**src/rtl/serial_adder.sv**
```systemverilog
// serial_adder: digit-serial adder.
// A start in IDLE latches the operands and carry-in. The FSM then spends
// WIDTH/DIGIT cycles in RUN, adding one DIGIT-bit slice per cycle, LSB slice
// first, through a small ripple adder and a single carry flop. Sum, carry-out
// and signed overflow are registered on the edge that leaves RUN. DONE pulses
// for one cycle, then the FSM returns to IDLE.
module serial_adder #(
    parameter int WIDTH = 8,
    parameter int DIGIT = 1
) (
    input  logic             clk,
    input  logic             rst_n,
    input  logic             start,
    input  logic [WIDTH-1:0] a,
    input  logic [WIDTH-1:0] b,
    input  logic             cin,
    output logic             busy,
    output logic             done,
    output logic [WIDTH-1:0] sum,
    output logic             cout,
    output logic             overflow
);

    localparam int N  = WIDTH / DIGIT;
    localparam int CW = (N > 1) ? $clog2(N) : 1;

    typedef enum logic [1:0] {
        IDLE = 2'd0,
        RUN  = 2'd1,
        DONE = 2'd2
    } state_t;

    state_t           state_q, state_d;
    logic [CW-1:0]    cnt_q, cnt_d;
    logic             carry_q, carry_d;
    logic [WIDTH-1:0] a_q, a_d;
    logic [WIDTH-1:0] b_q, b_d;
    logic [WIDTH-1:0] acc_q, acc_d;
    logic [WIDTH-1:0] sum_q, sum_d;
    logic             cout_q, cout_d;
    logic             ovf_q, ovf_d;

    logic [DIGIT-1:0] a_sl, b_sl, s_sl;
    logic [DIGIT:0]   c;
    logic [WIDTH-1:0] acc_next;
    logic             last;

    // Slice adder: ripple DIGIT bits starting from the stored carry.
    // The operand registers shift right, so the active slice is always at bit 0.
    always_comb begin
        a_sl = a_q[DIGIT-1:0];
        b_sl = b_q[DIGIT-1:0];
        s_sl = '0;
        c    = '0;
        c[0] = carry_q;
        for (int i = 0; i < DIGIT; i++) begin
            s_sl[i]  = a_sl[i] ^ b_sl[i] ^ c[i];
            c[i+1]   = (a_sl[i] & b_sl[i]) | (c[i] & (a_sl[i] ^ b_sl[i]));
        end
    end

    // The partial sum fills from the top, so after N slices it is aligned.
    always_comb begin
        acc_next = (acc_q >> DIGIT) | (WIDTH'(s_sl) << (WIDTH - DIGIT));
        last     = (cnt_q == CW'(N - 1));
    end

    // Next-state and datapath control; everything holds unless told otherwise.
    always_comb begin
        state_d = state_q;
        cnt_d   = cnt_q;
        carry_d = carry_q;
        a_d     = a_q;
        b_d     = b_q;
        acc_d   = acc_q;
        sum_d   = sum_q;
        cout_d  = cout_q;
        ovf_d   = ovf_q;
        unique case (state_q)
            IDLE: begin
                if (start) begin
                    state_d = RUN;
                    a_d     = a;
                    b_d     = b;
                    carry_d = cin;
                    cnt_d   = '0;
                    acc_d   = '0;
                end
            end
            RUN: begin
                a_d     = a_q >> DIGIT;
                b_d     = b_q >> DIGIT;
                carry_d = c[DIGIT];
                acc_d   = acc_next;
                cnt_d   = cnt_q + 1'b1;
                if (last) begin
                    // The final slice holds the MSB: c[DIGIT-1] is the carry
                    // into it and c[DIGIT] the carry out of it.
                    state_d = DONE;
                    cnt_d   = '0;
                    sum_d   = acc_next;
                    cout_d  = c[DIGIT];
                    ovf_d   = c[DIGIT] ^ c[DIGIT-1];
                end
            end
            DONE: begin
                state_d = IDLE;
            end
            default: begin
                state_d = IDLE;
            end
        endcase
    end

    // FSM state register.
    always_ff @(posedge clk or negedge rst_n) begin
        if (!rst_n) begin
            state_q <= IDLE;
        end else begin
            state_q <= state_d;
        end
    end

    // Working registers: operands, carry flop, slice counter, partial sum.
    always_ff @(posedge clk or negedge rst_n) begin
        if (!rst_n) begin
            cnt_q   <= '0;
            carry_q <= 1'b0;
            a_q     <= '0;
            b_q     <= '0;
            acc_q   <= '0;
        end else begin
            cnt_q   <= cnt_d;
            carry_q <= carry_d;
            a_q     <= a_d;
            b_q     <= b_d;
            acc_q   <= acc_d;
        end
    end

    // Result registers: change only when an operation completes.
    always_ff @(posedge clk or negedge rst_n) begin
        if (!rst_n) begin
            sum_q  <= '0;
            cout_q <= 1'b0;
            ovf_q  <= 1'b0;
        end else begin
            sum_q  <= sum_d;
            cout_q <= cout_d;
            ovf_q  <= ovf_d;
        end
    end

    assign busy     = (state_q == RUN);
    assign done     = (state_q == DONE);
    assign sum      = sum_q;
    assign cout     = cout_q;
    assign overflow = ovf_q;

endmodule

```
**config.mk**
```make
export PLATFORM = sky130hd
export DESIGN_NAME = serial_adder
export DESIGN_NICKNAME = d
export VERILOG_FILES = /design/src/rtl/serial_adder.sv
export SDC_FILE = /design/constraint.sdc
export NUM_CORES = 1
export LEC_CHECK = 0
export CAP_MARGIN = 20
export CELL_PAD_IN_SITES_DETAIL_PLACEMENT = 0
export CELL_PAD_IN_SITES_GLOBAL_PLACEMENT = 1
export CORE_MARGIN = 2
export CORE_UTILIZATION = 42
export DETAILED_ROUTE_END_ITERATION = 8
export PLACE_DENSITY = 0.79
export REMOVE_ABC_BUFFERS = 1
export SLEW_MARGIN = 25
export SYNTH_ARGS = -nofsm -noshare
export SYNTH_HDL_FRONTEND = slang
export SYNTH_SLANG_ARGS = --single-unit
```
**constraint.sdc**
```tcl
create_clock -name clk -period 2.02 [get_ports clk]
set_clock_uncertainty 0.2 [all_clocks]
set_input_delay 0.202 -clock clk [delete_from_list [all_inputs] [get_ports clk]]
set_output_delay 0.202 -clock clk [all_outputs]
set_load 0.005 [all_outputs]
```
## After elaboration in Yosys (flattened, before gate mapping)

Cells that the tools add are included.
Widths: inputs -> output; s select.

- Flip-flop bits (word level): 40
- Logic and storage cells: 41
- Output and inout bits: 12
- Bits of input ports: 20

- Eq/ne operators: 5
- Bitwise logic cells: 7
- Mux-type cells: 14
- $add $sub $neg: 1
- Reductions and logical operators: 5

Operators by type and width:

| cell | count |
|---|---|
| $pmux 8 s2 | 3 |
| $mux 8 | 3 |
| $or 7x8->8 | 1 |
| $mux 3 | 2 |
| $pmux 3 s2 | 1 |
| $reduce_and 2->1 | 3 |
| $mux 2 | 2 |
| $pmux 2 s2 | 1 |
| $add 3x1->3 const B | 1 |
| $eq 3x3->1 const B | 1 |
| $xor 1x1->1 | 3 |
| $and 1x1->1 | 2 |
| $eq 2x1->1 const B | 1 |
| $eq 2x2->1 const B | 1 |
| $logic_not 2->1 | 1 |
| $ne 2x1->1 const B | 1 |
| $ne 2x2->1 const B | 1 |
| $pmux 1 s2 | 1 |
| $reduce_bool 2->1 | 1 |
| $mux 1 | 1 |
| $or 1x1->1 | 1 |

## Depth between registers and ports, before layout

- Depth in word-level cells: 4
- Depth in mapped cells: 5
- Depth with buffers taken out: 4

## Worst setup path before layout

Ideal clock, no wire load.

- Kind: register -> register
- Start point: register cnt_q[0]
- End point: register cout_q (netlist: cout)
- Data arrival time: 1.391 ns
- Library setup time: 0.125 ns
- Slack: 0.305 ns
- Period minus slack after synthesis: 1.715 ns
- Path buffers: 1
- Data required time: 1.695 ns
- Cell stages (with the launch flop): 6
- Cell sequence: dfrtp_1 > ha_1 > ha_1 > nand3b_1 > buf_2 > mux2_2

- Word-level cells in the longest chain between the ends: 2

RTL lines:

| what | RTL line | RTL |
|---|---|---|
| from (decl) | 34 | `logic [CW-1:0] cnt_q, cnt_d;` |
| from (signal assigned) | 133 | `cnt_q <= cnt_d;` |
| $eq 3x3->1 | 65 | `last = (cnt_q == CW'(N - 1));` |
| $reduce_and 2->1 (no line) | - |  |
| to (signal assigned) | 149 | `cout_q <= cout_d;` |
| to (decl) | 40 | `logic cout_q, cout_d;` |

No other way between the ends.
A chain may end at the register's enable or synchronous reset.

## Worst setup path after layout

- Start point: register state_q[1]
- End point: output port busy

- Word-level cells in the longest chain between the ends: 1

RTL lines:

| what | RTL line | RTL |
|---|---|---|
| from (decl) | 33 | `state_t state_q, state_d;` |
| from (signal assigned) | 120 | `state_q <= state_d;` |
| $eq 2x1->1 | 154 | `assign busy = (state_q == RUN);` |
| to (decl) | 17 | `output logic busy,` |

No other way between the ends.

==> results.txt <==
----------------------------------------------------
[Finish]
  Top library cells by usage in the layout, fill and taps aside ... 38 x sky130_fd_sc_hd__dfrtp_1, 30 x sky130_fd_sc_hd__clkdlybuf4s50_1, 13 x sky130_fd_sc_hd__buf_4, 11 x sky130_fd_sc_hd__inv_1, 11 x sky130_fd_sc_hd__mux2_2
  Ratio of cells with drive above 1 in the final layout ... 0.236
  Antenna diodes ... 0
  Post-layout util ... 0.565
  Total area of sequential cells ... 977 sq um
  Most common cell after layout, fill and taps aside ... sky130_fd_sc_hd__dfrtp_1
  Area growth from synthesis to layout ... 27.6%
  Post-layout net count ... about 200
  Post-route cell area ... 2290 sq um
  Multi-input logic area ... 711 sq um
  Number of fill cells ... 319
  Non-filler cells in the finished layout ... 228

[Routing]
  Via Count ... 1,274
  First-pass detailed-route iteration total ... 4
  Post-Route WL ... roughly 3.7 mm
  DRC Markers ... 0
  Antenna-violating nets left ... 0
  Starting DRT DRC Count ... slightly below 70
  Detailed-route wire length per cell ... 16.2 um
  Average via count per standard cell ... around 5.6

[Critical path]
  Maximum net fanout on the critical path ... 3
  Crit Path Category ... reg2out
  Required time at the worst-slack endpoint ... approximately 1600 ps
  Worst path slowest cell ... sky130_fd_sc_hd__clkdlybuf4s50_1
  Series of cell instances along the critical path ... or2b_4 > inv_1 > clkdlybuf4s50_1
  Maximum single-stage delay on the critical path ... 500 ps
  Setup crit end kind ... output pin
  Element type at the critical path start ... flip-flop
  Crit path DAT ... 1550 ps

[Hold path]
  Kind of path behind the tightest hold check ... in2async

[Floorplanning]
  Total I/O pin count ... 32
  Die H ... ~69 um
  Site row count ... 23
  Chip Width ... around 69 um
  Initial core utilization ... 0.443
  Core Region ... ~4100 sq um
  Die area ... just under 5000 sq um

[CTS]
  Clock root cell ... sky130_fd_sc_hd__clkbuf_8
  Maximum number of buffers from clock root to sink ... 2
  Clock sinks ... 39
  CTS H-tree lvls ... 2
  Clock-pin slew of the registers on the worst-case setup and hold paths ... 70 ps
  Number of buffers created by CTS ... 5
  Clock insertion delay at the later pin of the skew report ... 290 ps
  CTS tree ... done

[Synthesis]
  Number of library cell types mapped by synthesis ... 27
  Fraction of registers with async set/reset ... 1.00
  Post-Syn Area per Cell ... between 10 and 15 sq um
  Yosys Warn Count ... 0
  Post-Syn Instances ... between 100 and 150
  Post-synth EDFFs ... 0
  Synthesized area ... 1800 sq um
  Count of state elements after synthesis ... 39
  Flip-flop cell with the highest count after synthesis ... sky130_fd_sc_hd__dfrtp_1
  Proportion of synthesized chip area in sequential cells ... 0.543

[STA]
  Time the final worst path needs with I/O delays and setup ... 1960 ps
  Max-slew headroom ... 0.673
  Number of failing hold endpoints at the final stage ... 0
  Timing-limited maximum frequency ... 511 MHz
  Slack of the critical path ... 63.3 ps
  Worst hold slack across all endpoints ... between 200 and 300 ps
  Setup total negative slack ... 0 ps
  Transition time of the tightest slew-check pin ... 491 ps
  Final setup violation count ... 0
  Final-report max-slew violation count ... 0
  Setup repair after global routing missed its margin ... false
  Final clock period utilization by the worst path ... 0.969

[Placed design]
  Worst slack at placement ... 78.2 ps
  DP Wirelength ... 2.59 mm
  Instance count after placement with tap cells included ... 218
  Dpl cell area ... around 2200 sq um
  # port buffers ... 31
  Last weighted congestion value of the routability-driven placer ... about 0.75

[GRT]
  Number of global-route vias before repair ... 1,330
  Final global-route overflow total ... 0
  GR Util All Layers ... 0.165
  Number of antenna violations at the first check in global routing ... 0
  First-pass GRT wire length ... between 6 and 7 mm
  Maximum number of pins on one net before global-route repair ... 40

[Run status]
  Result of the run ... finished, final reports clean

[Power]
  Total power density per cell area ... 1400 nW/um^2
  Leakage power total ... 1.02 nW
  Overall Power ... 3.22 mW
  Maximum vdd drop ... between 0.4 and 0.5 mV

[Run]
  Count of maximum capacitance violations ... 0

----------------------------------------------------
[worst max-delay path, delay by kind of cell (launching register included)]
family,cells,cell delay (ps)
simple gates,1,260
flops,1,420
buf+inv,2,590
[cell families (layout without fill, tap and decap cells)]
| logic type | count (synthesis) | count (layout) | share of synthesized area |
|---|---|---|---|
| buffers and inverters | 22 | 63 | 0.0613 |
| flip-flops | 39 | 39 | 0.543 |
| AO/OA/AOI/OAI | 29 | 29 | 0.145 |
| multiplexers | 11 | 11 | 0.0689 |
| adder cells (fa/ha/maj) | 3 | 3 | 0.0251 |
| AND/OR/NAND/NOR | 32 | 32 | 0.152 |
| XOR/XNOR | 1 | 1 | 0.00488 |
[power breakdown]
part	total, mW	switching [mW]	internal, mW	leakage, nW
clock	0.533	0.265	0.268	0.0470
combinational	1.34	0.544	0.792	0.496
sequential	1.35	0.208	1.14	0.473
total	3.22	1.02	2.20	1.02
[path summary, 6_finish.rpt]
path	end	startpoint	cells after the start	slack [ps]
setup / recovery	busy	state_q[1]$_DFFE_PN0P_	3	60
max in group asynchronous	state_q[1]$_DFFE_PN0P_	rst_n	3	940
hold reg to reg	sum[7]$_DFFE_PN0P_	sum[7]$_DFFE_PN0P_	1	310
setup reg to reg	sum[3]$_DFFE_PN0P_	cnt_q[0]$_DFFE_PN0P_	5	270
hold / removal	carry_q$_DFFE_PN0P_	rst_n	3	290
min in group clk	sum[7]$_DFFE_PN0P_	sum[7]$_DFFE_PN0P_	1	310
[metal layers]
layer,global-route usage,routed length [um],up-vias
met4,0.0697,72,0
met1,0.206,1700,636
met5,0,0,-
met3,0.0523,182,8
li1,-,-,598
met2,0.263,1730,32
[flip-flops by register name (all words and copies together) (netlist names)]
signal and count:
overflow 1, cnt_q 3, state_q 2, acc_q 7
a_q 8, sum 8, carry_q 1, cout 1
b_q 8
[cells in the mapped netlist (all sizes together) (2+ instances only)]
library cell | count | area [sq um]
ha | 2 | 25.0
nor4bb | 2 | 20.0
nor4b | 9 | 78.8
a211o | 2 | 17.5
mux2 | 11 | 124
buf | 10 | 65.1
inv | 11 | 41.3
dfrtp | 39 | 976
o221a | 6 | 67.6
a211oi | 7 | 52.6
a22o | 9 | 78.8
or4b | 6 | 60.1
a221oi | 2 | 17.5
or2b | 2 | 18.8
nor3b | 10 | 75.1
[layout make-up]
cell class,count,area share
repair buffers,45,0.180
inverters,11,0.0180
flip-flops and latches,39,0.426
clock inverters,1,0.00218
multi-input cells,76,0.310
clock buffers,6,0.0360
well taps,50,0.0273
[what timing repair did]
item                                    CTS  global route
endpoints found under the setup margin    1             1
setup buffers                             1             1
endpoints found under the hold margin    39             0
pin swaps                                 0             0
resized for setup                         1             0
hold buffers                              1             0
Power figures use the tool's default switching activity.
==> variant 1 (config.mk and constraints unchanged) <==
The parameter `WIDTH` goes from 8 to 32.
--- a/src/rtl/serial_adder.sv
+++ b/src/rtl/serial_adder.sv
@@ -6,5 +6,5 @@
 // for one cycle, then the FSM returns to IDLE.
 module serial_adder #(
-    parameter int WIDTH = 8,
+    parameter int WIDTH = 32,
     parameter int DIGIT = 1
 ) (
Ports: changed (resized a, b and sum); port bits go from 32 to 104. No check against the original RTL was run, so the function may have changed too.
==> variant 1 against the original RTL <==
The flow now finishes with violations (negative setup slack). Critical endpoint is now sum[2]. Sequential cell count grew 98. Final area increased to 3.4 times the old value. Largest power group unchanged. Worst setup slack got worse by 0.077 ns. Register-to-register slack got worse by 0.28 ns. Power increased to 3.3 times the old value. Sequential power increased to 3.4 times the old value. Non-clock buffer count increased by 84. Via count rose to 3.0 times the old value. Routed wire length grew to 3.3 times the old value. Area after synthesis rose to 3.2 times the old value. Utilization increased by 2.7 points. Maximum frequency decreased by 3.8%.
==> variant 1: results (changes against the original RTL) <==
Logic synthesis
  • Post-Synth XOR/XNOR Area: 0.00152 (-0.00335)
  • Synth Area in Compound Gates: 0.118 (-0.0272)
  • Commonest cells post-synth: 137 x dfrtp_1, 67 x nand2_1, 64 x mux2i_1, 54 x o21ai_0, 33 x a22o_1
  • Sequential fraction of the synthesis area: 0.596 (+0.0525)
  • Syn Inst Count: 460 (+240%)
  • Post-Synth Adder-Cell Area: 0.00783 (-0.0172)

Status
  • Status: complete, but fails checks
  • Failing checks: negative setup slack

Placement
  • Placed Cells: 722 (+230%)
  • GP Congestion: 0.730 (-2.0%)
  • Pre-CTS setup slack: 0.000985 ns (-0.0772 ns)
  • DP HPWL: 7260 µm (+180%)

Critical path
  • Crit path arrival time: 2.14 ns (+0.59 ns)
  • Setup crit start: cnt_q[1]
  • Slowest stage delay, CP: 0.38 ns (-0.12 ns)
  • Worst Setup End Kind: flip-flop
  • Worst-path cell with the longest stage delay: dfrtp_1
  • R2R depth: 7 (+2)

Routing
  • Total wire length: 12300 µm (+230%)
  • Via count: 3862 (+200%)
  • Starting DRT DRC Count: 253 (+270%)

GRT
  • Largest net degree at the start of global routing: 83 (+110%)
  • First-pass GRT wire length: 19000 µm (+210%)
  • Total Routing Usage GR: 0.166 (+0.00109)
  • Antenna violations before repair: 1 (+1)

STA
  • Worst rel slew slack: 0.723 (+0.0498)
  • Final setup violation count: 9 (+9)
  • Hold Worst Slack: 0.0702 ns (-0.225 ns)
  • Fin worst setup slack: -0.0138 ns (-0.0771 ns)

Clocking
  • Skew-Pair Late Insertion Delay: 0.42 ns (+0.13 ns)
  • Clk root buf: clkbuf_16

Final layout
  • Final net count: 647 (+220%)
  • Layout cell share with drive strength beyond 1: 0.166 (-0.0696)

Pwr
  • Internal: 7510 µW (+240%)
  • Total leakage power: 0.00390 µW (+280%)
  • Worst vdd ir: 0.569 mV (+25%)
## variant 1: cell count changes after synthesis, moves of 9 or more
cell     change
a22o_1      +24
o21ai_0     +54
mux2_1      +13
dfrtp_1     +98
o21ai_1     +15
nand2_1     +67
nor3b_1     -10
mux2_2       +9
mux2i_1     +64
## variant 1: repair_timing
item | 4_1_cts | 5_1_grt
gates resized for setup | 2 | 42
setup buffers | 0 | 5
gates cloned | 0 | 5
endpoints found under the hold margin | 137 | 0
pin swaps | 0 | 1
setup endpoints to repair | 11 | 35
hold buffers | 1 | 0
## variant 1: cell families after synthesis
logic type               after synthesis
buffers and inverters                 36
AND/OR/NAND/NOR                       79
adder cells (fa/ha/maj)                3
XOR/XNOR                               1
flip-flops                           137
AO/OA/AOI/OAI                        107
multiplexers                          97
## variant 1: area by class of cell
class                           count  area [µm²]  area share
Multi-Input combinational cell    287        2210       0.281
Clock inverter                     14         139      0.0176
Inverter                            4        20.0     0.00254
Clock buffer                       18         439      0.0558
Sequential cell                   137        3430       0.436
Timing Repair Buffer              129        1410       0.179
Tap cell                          176         220      0.0280
## variant 1: metal layers
metal  up-vias  part of all wire  track usage
met4         2             0.016       0.0654
met5         -            0.0011            0
met2       108              0.45        0.244
met1      1875              0.47        0.222
li1       1858                 -            -
met3        19             0.070       0.0611
## variant 1: power groups by stage
stage | logic [µW] | clock network (µW) | registers, µW
3_3_place_gp | 2850 | 0 | 4520
2_1_floorplan | 1770 | 0 | 4400
4_1_cts | 2970 | 3040 | 4540
3_5_place_dp | 2950 | 0 | 4570
5_1_grt | 3530 | 3180 | 4730
6_report | 3170 | 2970 | 4580
## variant 1: worst reg2reg max path: cells and delay by family (launching register included)
family,cells,cell delay [ns]
fa+ha+maj,2,0.34
buf+inv,2,0.32
flops,1,0.38
mux,1,0.33
simple gates,2,0.36
==> variant 2 (same settings) <==
Made on the original files. `a_q` no longer has a reset.
--- a/src/rtl/serial_adder.sv
+++ b/src/rtl/serial_adder.sv
@@ -127,5 +127,4 @@
             cnt_q   <= '0;
             carry_q <= 1'b0;
-            a_q     <= '0;
             b_q     <= '0;
             acc_q   <= '0;
@@ -133,8 +132,11 @@
             cnt_q   <= cnt_d;
             carry_q <= carry_d;
-            a_q     <= a_d;
             b_q     <= b_d;
             acc_q   <= acc_d;
         end
+    end
+
+    always_ff @(posedge clk) begin
+        a_q <= a_d;
     end
 
Function: no difference found for any inputs over 10 cycles, from zero or initial values and one cycle with rst_n low; that may be too few to reach the edited logic, so the function may still have changed.
==> variant 2 against the original RTL <==
Routed wire length down 18%. Sequential share of layout area up 3.3 points. Maximum frequency up 3.6%. Count of clock-buffer cells in the layout up 1. Sequential cell count unchanged. Clock power up 14%. Power up 1.5%. Area after synthesis down 4.9%. Final area down 3.3%. Sequential power up 6%. Worst setup slack better by 0.069 ns. Global-route usage down 1.1 points. Largest power group unchanged.
==> variant 2: results (changes against the original RTL) <==
Status
  • Status: finished, final reports clean

Final layout
  • Ant diodes: 0 (unchanged)
  • Final net count: 180 (-10%)
  • Fin cells: 208 (-8.8%)
  • Fillers: 318 (-0.31%)
  • Layout cell share with drive strength beyond 1: 0.259 (+0.0235)

Clocking
  • Inserted Clock Buffers: 5 (unchanged)
  • Clock Tree Buf Depth: 2 (unchanged)
  • Skew-Pair Late Insertion Delay: 0.28 ns
  • Clock-pin slew on the worst setup and hold paths: 0.08 ns
  • Clk root buf: clkbuf_8
  • Htree depth: 2 (unchanged)

Placement
  • # port buffers: 31 (unchanged)
  • DP HPWL: 2190 µm (-15%)
  • Area of placed instances: 2080 µm² (-4.5%)
  • GP Congestion: 0.751 (+0.79%)
  • Placed Cells: 198 (-9.2%)

Logic synthesis
  • Number of flops mapped to enable cells by yosys: 8 (+8)
  • Ys flop type: dfrtp_1
  • YS warnings: 0 (unchanged)
  • Largest cells by area after synthesis: dfrtp_1 45%, edfxtp_1 14%, mux2_2 11%, a22o_1 4.6%, o221a_2 2.6%
  • Syn avg cell area: 14.5 µm² (+10%)
  • Commonest cells post-synth: 31 x dfrtp_1, 17 x mux2_2, 9 x a22o_1, 8 x edfxtp_1, 6 x inv_1
  • Post-synthesis async set-or-reset flop share: 0.795 (-0.205)
  • Synth unique cells: 28 (+3.7%)
  • Sequential fraction of the synthesis area: 0.595 (+0.0517)

Critical path
  • Slowest stage delay, CP: 0.50 ns (about the same)
  • CP top delay family: buffers and inverters
  • R2R depth: 5 (unchanged)
  • Crit path arrival time: 1.49 ns (-0.06 ns)
  • R2R setup slack: 0.26 ns
  • CP Launch Type: flip-flop
  • Reg2Reg Launch Point: state_q[1]
  • Worst-path cell with the longest stage delay: clkdlybuf4s50_1
  • Reg-to-reg endpoint: a_q[0]
  • Critical Path Fanout Max: 7 (+4)

Pwr
  • Total leakage power: 0.000944 µW (-7.1%)
  • Worst vdd ir: 0.631 mV (+38%)

GRT
  • Antenna violations before repair: 0 (unchanged)
  • Largest net degree at the start of global routing: 32 (-20%)
  • Total Routing Usage GR: 0.154 (-0.0105)
  • First-pass GRT wire length: 5160 µm (-16%)
  • Vias in the first global route: 1074 (-19%)

Routing
  • Starting DRT DRC Count: 35 (-49%)
  • DRT antenna net count: 0 (unchanged)
  • Total wire length: 3020 µm (-18%)
  • Drt pass-1 iters: 4 (unchanged)
  • Vias/cell: 5.25 (-6.0%)

Worst hold path
  • Hold WC Path Type: in2async

STA
  • Worst-Margin Slew: 0.406 ns (-0.0847 ns)
==> variant 2: cell count changes after synthesis, moves of 5 or more <==
cell,delta
dfrtp_1,-8
edfxtp_1,+8
inv_1,-5
mux2_2,+6
nor3b_1,-5
nor4b_1,-5
==> variant 2: layout make-up <==
type,instances,area [µm²],share of cell area
timing repair buffer,40,385,0.174
tap,50,62.6,0.0282
clock buffer,7,108,0.0486
clock inverter,1,5.00,0.00226
multi-input combinational,64,612,0.276
inverter,7,26.3,0.0119
sequential,39,1020,0.459
==> variant 2: per-layer routing <==
| metal | wire (µm) | share of wire | GRT usage | up-vias |
|---|---|---|---|---|
| met5 | 0 | 0 | 0 | - |
| met4 | 54 | 0.018 | 0.0675 | 0 |
| met3 | 144 | 0.048 | 0.0450 | 6 |
| met2 | 1430 | 0.47 | 0.225 | 32 |
| met1 | 1400 | 0.46 | 0.213 | 535 |
| li1 | - | - | - | 519 |
==> variant 2: cells by family after synthesis <==
| kind of cell | after synthesis | synth area share |
|---|---|---|
| XOR/XNOR | 1 | 0.00513 |
| multiplexers | 18 | 0.119 |
| AND/OR/NAND/NOR | 22 | 0.106 |
| flip-flops | 39 | 0.595 |
| AO/OA/AOI/OAI | 20 | 0.103 |
| buffers and inverters | 15 | 0.0469 |
| adder cells (fa/ha/maj) | 3 | 0.0264 |
==> variant 2: how the worst max path moves through the flow <==
stage,end,slack (ns)
floorplan,b_q[4],-0.13
finish,busy,0.13
global placement,a_q[0],0.28
global route,done,0.04
detailed placement,a_q[2],0.22
CTS,done,0.04
==> variant 2: stage by stage <==
step | hold slack (ns) | power, µW | utilization | setup WS (ns) | TNS (ns)
after floorplan | -0.294 | 2130 | - | -0.131 | -0.673
after global placement | 0.276 | 2600 | 0.527 | 0.276 | 0
after detailed placement | 0.288 | 2680 | 0.527 | 0.220 | 0
after CTS | 0.116 | 3300 | 0.556 | 0.0427 | 0
after global routing | 0.158 | 3500 | 0.562 | 0.0412 | 0
final | 0.114 | 3270 | 0.562 | 0.132 | 0
==> variant 2: timing repair <==
item | 4_1_cts | 5_1_grt
gates resized for setup | 1 | 2
endpoints found under the setup margin | 1 | 1
setup buffers | 0 | 2
cloned | 0 | 0
==> variant 2: power by group <==
group	leakage, µW	switching, µW	internal [µW]
Combinational	0.000423	478	750
Sequential	0.000462	213	1220
Clock	0.0000594	257	350
